<file path="src/rtl/tri_color_pwm_pkg.sv">
// Shared constants and the 32-to-8 bit duty saturation used by the tri-colour PWM block.
package tri_color_pwm_pkg;

  localparam int DUTY_W   = 8;
  localparam int DUTY_MAX = 255;
  localparam int PERIOD   = 255;

  // Anything that does not fit in a duty byte is clamped to fully on.
  function automatic logic [DUTY_W-1:0] sat8(input logic [31:0] value);
    if (value > 32'(DUTY_MAX)) begin
      return DUTY_W'(DUTY_MAX);
    end
    return value[DUTY_W-1:0];
  endfunction

endpackage

</file>
<file path="src/rtl/pwm_channel.sv">
// One PWM colour channel: stb/ack acceptor, pending/active duty registers and output comparator.
module pwm_channel
  import tri_color_pwm_pkg::*;
#(
  parameter int DATA_WIDTH = 32
) (
  input  logic                  clk,
  input  logic                  rst,
  input  logic [DATA_WIDTH-1:0] data_i,
  input  logic                  stb_i,
  output logic                  ack_o,
  input  logic                  wrap_i,
  input  logic [DUTY_W-1:0]     count_i,
  output logic                  led_o
);

  logic              ack_q, ack_d;
  logic [DUTY_W-1:0] pending_q, pending_d;
  logic [DUTY_W-1:0] active_q, active_d;
  logic              led_q, led_d;
  logic              xfer;
  logic [31:0]       data32;

  assign data32 = 32'(data_i);
  assign xfer   = stb_i & ack_q;

  // Ack drops for one cycle after each transfer; the wrap copies the pending value as it stood before this edge.
  always_comb begin
    ack_d     = ~xfer;
    pending_d = pending_q;
    active_d  = active_q;
    led_d     = (count_i < active_q);
    if (xfer) begin
      pending_d = sat8(data32);
    end
    if (wrap_i) begin
      active_d = pending_q;
    end
  end

  always_ff @(posedge clk or negedge rst) begin
    if (!rst) begin
      ack_q     <= 1'b0;
      pending_q <= '0;
      active_q  <= '0;
      led_q     <= 1'b0;
    end else begin
      ack_q     <= ack_d;
      pending_q <= pending_d;
      active_q  <= active_d;
      led_q     <= led_d;
    end
  end

  assign ack_o = ack_q;
  assign led_o = led_q;

endmodule

</file>
<file path="src/rtl/tri_color_pwm.sv">
// Tri-colour PWM driver: shared prescaler and period counter feeding three duty-stream channels.
module tri_color_pwm
  import tri_color_pwm_pkg::*;
#(
  parameter int PRESCALE   = 4,
  parameter int PERIOD     = tri_color_pwm_pkg::PERIOD,
  parameter int DATA_WIDTH = 32
) (
  input  logic                  clk,
  input  logic                  rst,
  input  logic [DATA_WIDTH-1:0] input_led_r,
  input  logic                  input_led_r_stb,
  output logic                  input_led_r_ack,
  input  logic [DATA_WIDTH-1:0] input_led_g,
  input  logic                  input_led_g_stb,
  output logic                  input_led_g_ack,
  input  logic [DATA_WIDTH-1:0] input_led_b,
  input  logic                  input_led_b_stb,
  output logic                  input_led_b_ack,
  output logic                  led_r,
  output logic                  led_g,
  output logic                  led_b,
  output logic                  period_start
);

  localparam int PS_W = (PRESCALE > 1) ? $clog2(PRESCALE) : 1;

  logic [PS_W-1:0]   prescale_q, prescale_d;
  logic [DUTY_W-1:0] count_q, count_d;
  logic              period_start_q;
  logic              step;
  logic              wrap;

  assign step = (prescale_q == PS_W'(PRESCALE - 1));
  assign wrap = step && (count_q == DUTY_W'(PERIOD - 1));

  always_comb begin
    prescale_d = prescale_q + 1'b1;
    count_d    = count_q;
    if (step) begin
      prescale_d = '0;
      count_d    = wrap ? '0 : count_q + 1'b1;
    end
  end

  always_ff @(posedge clk or negedge rst) begin
    if (!rst) begin
      prescale_q     <= '0;
      count_q        <= '0;
      period_start_q <= 1'b0;
    end else begin
      prescale_q     <= prescale_d;
      count_q        <= count_d;
      period_start_q <= wrap;
    end
  end

  assign period_start = period_start_q;

  pwm_channel #(.DATA_WIDTH(DATA_WIDTH)) u_red (
    .clk     (clk),
    .rst     (rst),
    .data_i  (input_led_r),
    .stb_i   (input_led_r_stb),
    .ack_o   (input_led_r_ack),
    .wrap_i  (wrap),
    .count_i (count_q),
    .led_o   (led_r)
  );

  pwm_channel #(.DATA_WIDTH(DATA_WIDTH)) u_green (
    .clk     (clk),
    .rst     (rst),
    .data_i  (input_led_g),
    .stb_i   (input_led_g_stb),
    .ack_o   (input_led_g_ack),
    .wrap_i  (wrap),
    .count_i (count_q),
    .led_o   (led_g)
  );

  pwm_channel #(.DATA_WIDTH(DATA_WIDTH)) u_blue (
    .clk     (clk),
    .rst     (rst),
    .data_i  (input_led_b),
    .stb_i   (input_led_b_stb),
    .ack_o   (input_led_b_ack),
    .wrap_i  (wrap),
    .count_i (count_q),
    .led_o   (led_b)
  );

endmodule
</file>
<file path="config.mk">
export PLATFORM = sky130hd
export DESIGN_NAME = tri_color_pwm
export DESIGN_NICKNAME = d
export VERILOG_FILES = /design/src/rtl/tri_color_pwm_pkg.sv /design/src/rtl/pwm_channel.sv /design/src/rtl/tri_color_pwm.sv
export SDC_FILE = /design/constraint.sdc
export NUM_CORES = 1
export LEC_CHECK = 0
export CORE_MARGIN = 8
export CORE_UTILIZATION = 50
export CTS_CLUSTER_SIZE = 20
export DETAILED_ROUTE_END_ITERATION = 6
export PLACE_DENSITY = 0.86
export SYNTH_ARGS = -nofsm -noshare
export SYNTH_HDL_FRONTEND = slang
export SYNTH_SLANG_ARGS = --single-unit
</file>
<file path="constraint.sdc">
create_clock -name clk -period 4.47 [get_ports clk]
set_input_delay 0.6705 -clock clk [delete_from_list [all_inputs] [get_ports clk]]
set_output_delay 0.6705 -clock clk [all_outputs]
set_load 0.03 [all_outputs]
</file>
==> summary.md, run 1 <==
| Metric | Value |
|---|---|
| Status | finished clean |
| Worst Skew | 0.00924 ns |
| Pwr dens | 272 nW/um2 |
| Min Tclk post-route | 2.04 ns |
| CTS buffer count | 9 |
| DRT Wirelength | 8140 um |
| Routed length on met3 | 492 um |
| Pre-Repair DR Iteration Count | 4 |
| Ys Warns | 0 |
| Largest net degree at the start of global routing | 35 |
| Maxcap violations | 0 |
| Core area | 6390 um2 |
| Mean Syn Cell Area | 10.4 um2 |
| DRC viols | 0 |
| Post-CTS setup buffers | 0 |
| Met2 routed WL | 4210 um |
| Routed Antenna Nets | 0 |
| Drt wl/cell | 16.0 um |
| VDD IR max | 0.000241 V |
| RSZ-0062 raised after global routing | false |
| Synthesis-stage register bit count | 65 |
| CP endpoint kind | flop |
| Number of global-route vias before repair | 3102 |
| Most frequent cells in the layout | clkdlybuf4s50_1, dfrtp_1, nor2_1, nor3_1 |
| Least-Margin Pin Slew | 0.732 ns |
| Fraction of layout cells with a size suffix above 1 | 10.7% |
| Worst hold path class | input pin to async pin |
| Post-cts sizing count | 0 |
| Final hold vios | 0 |
| CTS tree | yes |
| Clk slew on worst S/H paths | 0.07 ns |
| Max Slew Vio Count | 0 |
| Setup WS pre-CTS | 2.16 ns |
| CP Cell Sequence | clkdlybuf4s50_1 > and2_1 > clkinv_1 > nor3_1 > a31oi_1 |
| Number of fill cells | 444 |
| Vias | 2815 |
| Final Setup Violations | 0 |
| Mapped Nets | 443 |
| Final worst slack | 2.43 ns |
| Clk_lat worst skew | 0.34 ns |
| Initial antenna violation count | 0 |
| Port bufs | 107 |
| Sinks on the clock net | 65 |
| N_diodes | 0 |
| CP Data Required Time | 4.67 ns |
| Final #Nets | 550 |
| Cells after Synth | 318 |
| Synth cell types | 36 |
| H-tree depth | 3 |
| Area delta synth->final | 39.8% |
| Max clock buf depth | 2 |
| Most common cell after layout, fill and taps aside | clkdlybuf4s50_1 |
| Crit Path Category | input pin to flop |
| Register area share after synthesis | 49.1% |
| Final setup TNS | 0 ns |
| Gpl congestion | 0.785 |
| Relative slew slack | 51.2% |
| Die area | 9480 um2 |
| Row Count | 29 |
| Pleak | 1.85 nW |
| Detail Placement HPWL | 6410 um |
| Via-to-Cell Ratio | 5.55 |
| Max Fclk | 491 MHz |
| Total GRT Usage | 17.9% |
| Delay-heaviest family, CP | buffers and inverters |
| Startpoint class of the critical path | input pin |
| Ports | 108 |
| Die Height | 97.4 um |
| Total power | 1.26 mW |
| FF-to-FF path depth | 6 |
| Die width | 97.4 um |
| Slowest cell on the critical path | clkdlybuf4s50_1 |
| Top routing layer in use | met4 |
| CP bufs+invs | 2 |
| Total grt overflow | 0 |
| Root buffer cell | clkbuf_8 |
| Metal-1 WL | 3280 um |
| Synthesized area | 3310 um2 |
| Starting DRT DRC Count | 70 |
| Arr. time, crit path | 2.24 ns |
| CTS Hold Bufs | 0 |
| Crit path largest cell delay | 0.44 ns |
| First-pass GRT wire length | 14200 um |
| Final period util | 45.5% |
| Stages on the worst setup path | 5 |
| CP max FO | 9 |
| Initial core utilization | 51.9% |
==> cell families after synthesis <==
family	Yosys count	synth area share, %
and+or+nand+nor	109	17.5
DFF	65	49.1
AOI/OAI and AO/OA	53	9.33
buffers and inverters	40	5.52
muxes	24	8.73
adders and majority gates	24	9.07
xor gates and xnor gates	3	0.793
==> final cells by class <==
type / instances / area (um2) / area share [%]
Sequential cell: 65 / 1630 / 35.1
Inverter: 27 / 101 / 2.19
Clock buffer: 12 / 145 / 3.14
Clock inverter: 4 / 76.3 / 1.65
Tap cell: 77 / 96.3 / 2.08
Multi-Input combinational cell: 213 / 1500 / 32.5
Timing Repair Buffer: 109 / 1080 / 23.4
==> per-layer routing <==
| layer | vias to the layer above | GRT usage [%] |
|---|---|---|
| met5 | - | 0 |
| met4 | 0 | 6.41 |
| met3 | 17 | 5.69 |
| met2 | 96 | 31.1 |
| met1 | 1343 | 19.9 |
| li1 | 1359 | - |
==> cell usage after synthesis (all sizes together) <==
cell type,instances,share of area (%)
clkinv,3,0.34
ha,24,9.1
buf,10,2.1
o311ai,1,0.26
and3,3,0.57
or4,9,2.0
nand2,10,1.1
nand3b,1,0.23
and2,3,0.57
or3,1,0.19
dfrtp,65,49
nor2,37,4.4
nand4,3,1.0
nor3b,3,0.68
nand3,1,0.15
xor2,3,0.79
nand2b,1,0.19
o41ai,1,0.26
a31oi,24,4.5
nor3,28,4.6
mux2,24,8.7
o31ai,2,0.45
a21oi,12,1.8
clkbuf,3,0.34
inv,24,2.7
o22ai,1,0.19
nor4,9,1.7
o21ai,12,1.8
==> metrics by stage <==
stage	utilization [%]	std cells	hold slack, ns	cell area [um2]
global route	72.5	507	0.448	4630
floorplan	-	318	0.375	3310
global placement	69.0	491	0.415	4410
finish	72.5	507	0.384	4630
detailed placement	69.0	491	0.422	4410
CTS	72.5	507	0.397	4630
==> power by group <==
| group | switching, mW | leakage (nW) | internal, mW |
|---|---|---|---|
| clock network | 0.217 | 0.107 | 0.331 |
| logic | 0.0400 | 0.987 | 0.0827 |
| registers | 0.000794 | 0.759 | 0.590 |
| total | 0.258 | 1.85 | 1.00 |
==> worst paths after layout <==
| path | slack (ns) | from | endpoint |
|---|---|---|---|
| worst max-delay path | 2.43 | input_led_r_stb | u_red.pending_q[3]$_DFFE_PN0P_ |
| worst min-delay path | 0.38 | rst | u_red.pending_q[6]$_DFFE_PN0P_ |
| worst max register to register | 2.45 | count_q[0]$_DFFE_PN0P_ | u_blue.active_q[5]$_DFFE_PN0P_ |
| worst min register to register | 0.43 | prescale_q[0]$_DFF_PN0_ | prescale_q[0]$_DFF_PN0_ |
| max in group asynchronous | 3.19 | rst | u_blue.active_q[6]$_DFFE_PN0P_ |
| min in group clk | 0.43 | prescale_q[0]$_DFF_PN0_ | prescale_q[0]$_DFF_PN0_ |
==> flip-flops by register name, summed over array words and instances (netlist names), 2 cells and up <==
signal and count:
u_green.active_q 8, prescale_q 2, u_green.pending_q 8, u_blue.pending_q 8
count_q 8, u_blue.active_q 8, u_red.active_q 8, u_red.pending_q 8
No activity file was read; power rests on OpenSTA's default activity.
==> run 2, diff against run 1 <==
CORE_UTILIZATION = 42   (was 50)
PLACE_DENSITY = 0.77   (was 0.86)
clock period = 1.8 ns   (was 4.47 ns; I/O delays follow)
==> summary.md, run 2 (synthesized netlist as in run 1, its figures left out) <==
| Metric | Value |
|---|---|
| Die Height | 105 um (was 97.4 um) |
| CP Cell Sequence | inv_1 > ha_1 > nand2_1 > nor3_4 > buf_4 > mux2_2 (was clkdlybuf4s50_1 > and2_1 > clkinv_1 > nor3_1 > a31oi_1) |
| Worst hold endpoint | prescale_q[0]$_DFF_PN0_ |
| Max Fclk | 589 MHz |
| VDD IR max | 0.000302 V (was 0.000241 V) |
| Arr. time, crit path | 1.92 ns (was 2.24 ns) |
| Total grt overflow | 0 (unchanged) |
| Fraction of layout cells with a size suffix above 1 | 13.3% (was 10.7%) |
| DRT Wirelength | 7730 um (was 8140 um) |
| Sinks on the clock net | 65 (unchanged) |
| Slowest cell on the critical path | dfrtp_1 (was clkdlybuf4s50_1) |
| Pleak | 1.94 nW (was 1.85 nW) |
| Pre-Repair DR Iteration Count | 4 (unchanged) |
| Most frequent cells in the layout | clkdlybuf4s50_1, dfrtp_1, nor2_1, nor3_1 (unchanged) |
| Pwr dens | 651 nW/um2 (was 272 nW/um2) |
| Final period util | 94.3% |
| Core area | 7690 um2 (was 6390 um2) |
| H-tree depth | 3 (unchanged) |
| Max Slew Vio Count | 0 (unchanged) |
| Maxcap violations | 0 (unchanged) |
| CTS buffer count | 9 (unchanged) |
| Clk_lat worst skew | 0.34 ns (about the same) |
| FF-to-FF End | u_red.active_q[5]$_DFFE_PN0P_ (was u_blue.active_q[5]$_DFFE_PN0P_) |
| Initial core utilization | 43.1% (was 51.9%) |
| Vias | 2807 (was 2815) |
| Worst Hold Launch | prescale_q[0]$_DFF_PN0_ |
| Final worst slack | 0.103 ns (was 2.43 ns) |
| Port bufs | 107 (unchanged) |
| CP max FO | 8 (was 9) |
| Core Util, Final | 62.3% (was 72.5%) |
| Root buffer cell | clkbuf_8 (unchanged) |
| DRC viols | 0 (unchanged) |
| CTS tree | yes (unchanged) |
| Via-to-Cell Ratio | 5.14 (was 5.55) |
| Worst Skew | 0.00788 ns (was 0.00924 ns) |
| Post-CTS setup buffers | 0 (unchanged) |
| Worst Hold Slack | 0.458 ns (was 0.384 ns) |
| Final hold vios | 0 (unchanged) |
| Least-Margin Pin Slew | 0.344 ns (was 0.732 ns) |
| Status | finished clean (unchanged) |
| CP endpoint kind | flop (unchanged) |
| Hold path depth | 1 |
| Crit Path Category | flop to flop (was input pin to flop) |
| Most common cell after layout, fill and taps aside | clkdlybuf4s50_1 (unchanged) |
| Final setup TNS | 0 ns (unchanged) |
| N_diodes | 0 (unchanged) |
| Relative slew slack | 77.1% (was 51.2%) |
| RSZ-0062 raised after global routing | false (unchanged) |
| Final #Nets | 565 (was 550) |
| Worst hold path class | flop to flop (was input pin to async pin) |
| Die width | 105 um (was 97.4 um) |
| Crit path largest cell delay | 0.38 ns (was 0.44 ns) |
| Die area | 11000 um2 (was 9480 um2) |
| Total GRT Usage | 14.6% (was 17.9%) |
| First-pass GRT wire length | 13300 um (was 14200 um) |
| Clk slew on worst S/H paths | 0.07 ns (about the same) |
| Startpoint class of the critical path | flop (was input pin) |
| Post-cts sizing count | 0 (unchanged) |
| FF-to-FF setup slack | 0.10 ns (was 2.45 ns) |
| RR Startpoint | count_q[0]$_DFFE_PN0P_ (unchanged) |
| Ports | 108 (unchanged) |
| CTS Hold Bufs | 1 (was 0) |
| Row Count | 32 (was 29) |
| Total power | 3.12 mW (was 1.26 mW) |
| Area delta synth->final | 44.6% (was 39.8%) |
| Number of global-route vias before repair | 3070 (was 3102) |
| FF-to-FF path depth | 6 (unchanged) |
| Starting DRT DRC Count | 67 (was 70) |
| Detail Placement HPWL | 6240 um (was 6410 um) |
| Gpl congestion | 0.775 (was 0.785) |
| Setup WS pre-CTS | -0.0165 ns (was 2.16 ns) |
| Initial antenna violation count | 0 (unchanged) |
| Min Tclk post-route | 1.70 ns |
| Drt wl/cell | 14.2 um (was 16.0 um) |
| Largest net degree at the start of global routing | 66 (was 35) |
| Max clock buf depth | 2 (unchanged) |
| Final Setup Violations | 0 (unchanged) |
| Routed Antenna Nets | 0 (unchanged) |
| CP Data Required Time | 2.02 ns (was 4.67 ns) |
[run 2: cell types whose count changed in the layout (fill, tap and decap cells not counted), sizes merged]
cell	before	now
buf	3	17
dlygate4sd3	0	1
clkinvlp	1	0
[run 2: stage by stage]
stage	cells	instance area, um2
2_1_floorplan	318	3310
4_1_cts	546	4790
5_1_grt	546	4790
3_5_place_dp	530	4570
3_3_place_gp	530	4570
6_report	546	4790
[run 2: worst max-delay path, delay by kind of cell, from the launching register on]
kind	cells	cell delay, ns
AND/OR/NAND/NOR	2	0.36
flip-flops	1	0.38
buffers and inverters	2	0.30
adder cells (fa/ha/maj)	1	0.18
multiplexers	1	0.35
[run 2: how the worst max path moves through the flow]
stage	from	end	slack, ns	cells after the start
after global routing	prescale_q[0]$_DFF_PN0_	u_blue.active_q[3]$_DFFE_PN0P_	0.02	5
after CTS	count_q[0]$_DFFE_PN0P_	u_red.active_q[5]$_DFFE_PN0P_	0.08	6
after global placement	input_led_r[27]	u_red.pending_q[0]$_DFFE_PN0P_	0.04	4
final	count_q[0]$_DFFE_PN0P_	u_red.active_q[5]$_DFFE_PN0P_	0.10	6
after floorplan	count_q[0]$_DFFE_PN0P_	u_green.active_q[2]$_DFFE_PN0P_	0.08	7
after detailed placement	input_led_r[24]	u_red.pending_q[5]$_DFFE_PN0P_	-0.02	4
[run 2: layout make-up]
type / count / area (um2)
clock buffer: 12 / 145
clock inverter: 3 / 65.1
fill: 662 / 2900
inverter: 27 / 101
multi-input combinational: 213 / 1500
sequential: 65 / 1630
tap: 102 / 128
timing repair buffer: 124 / 1220
[run 2: metal layers]
metal	vias to the layer above	wire [um]	global-route usage, %
li1	1384	-	-
met1	1325	3100	15.6
met2	85	3970	25.5
met3	13	522	5.22
met4	0	134	6.22
met5	-	0	0
[run 2: where the power goes]
part | leakage [nW] | switching (mW) | internal [mW]
Clock | 0.106 | 0.530 | 0.809
Combinational | 1.07 | 0.0968 | 0.216
Sequential | 0.759 | 0.00178 | 1.47
Total | 1.94 | 0.629 | 2.49
==> run 3, diff against run 2 <==
GPL_ROUTABILITY_DRIVEN = 0   (was unset)
==> results of run 3 <==
Final layout, timing and power as in run 2 (identical DEF).
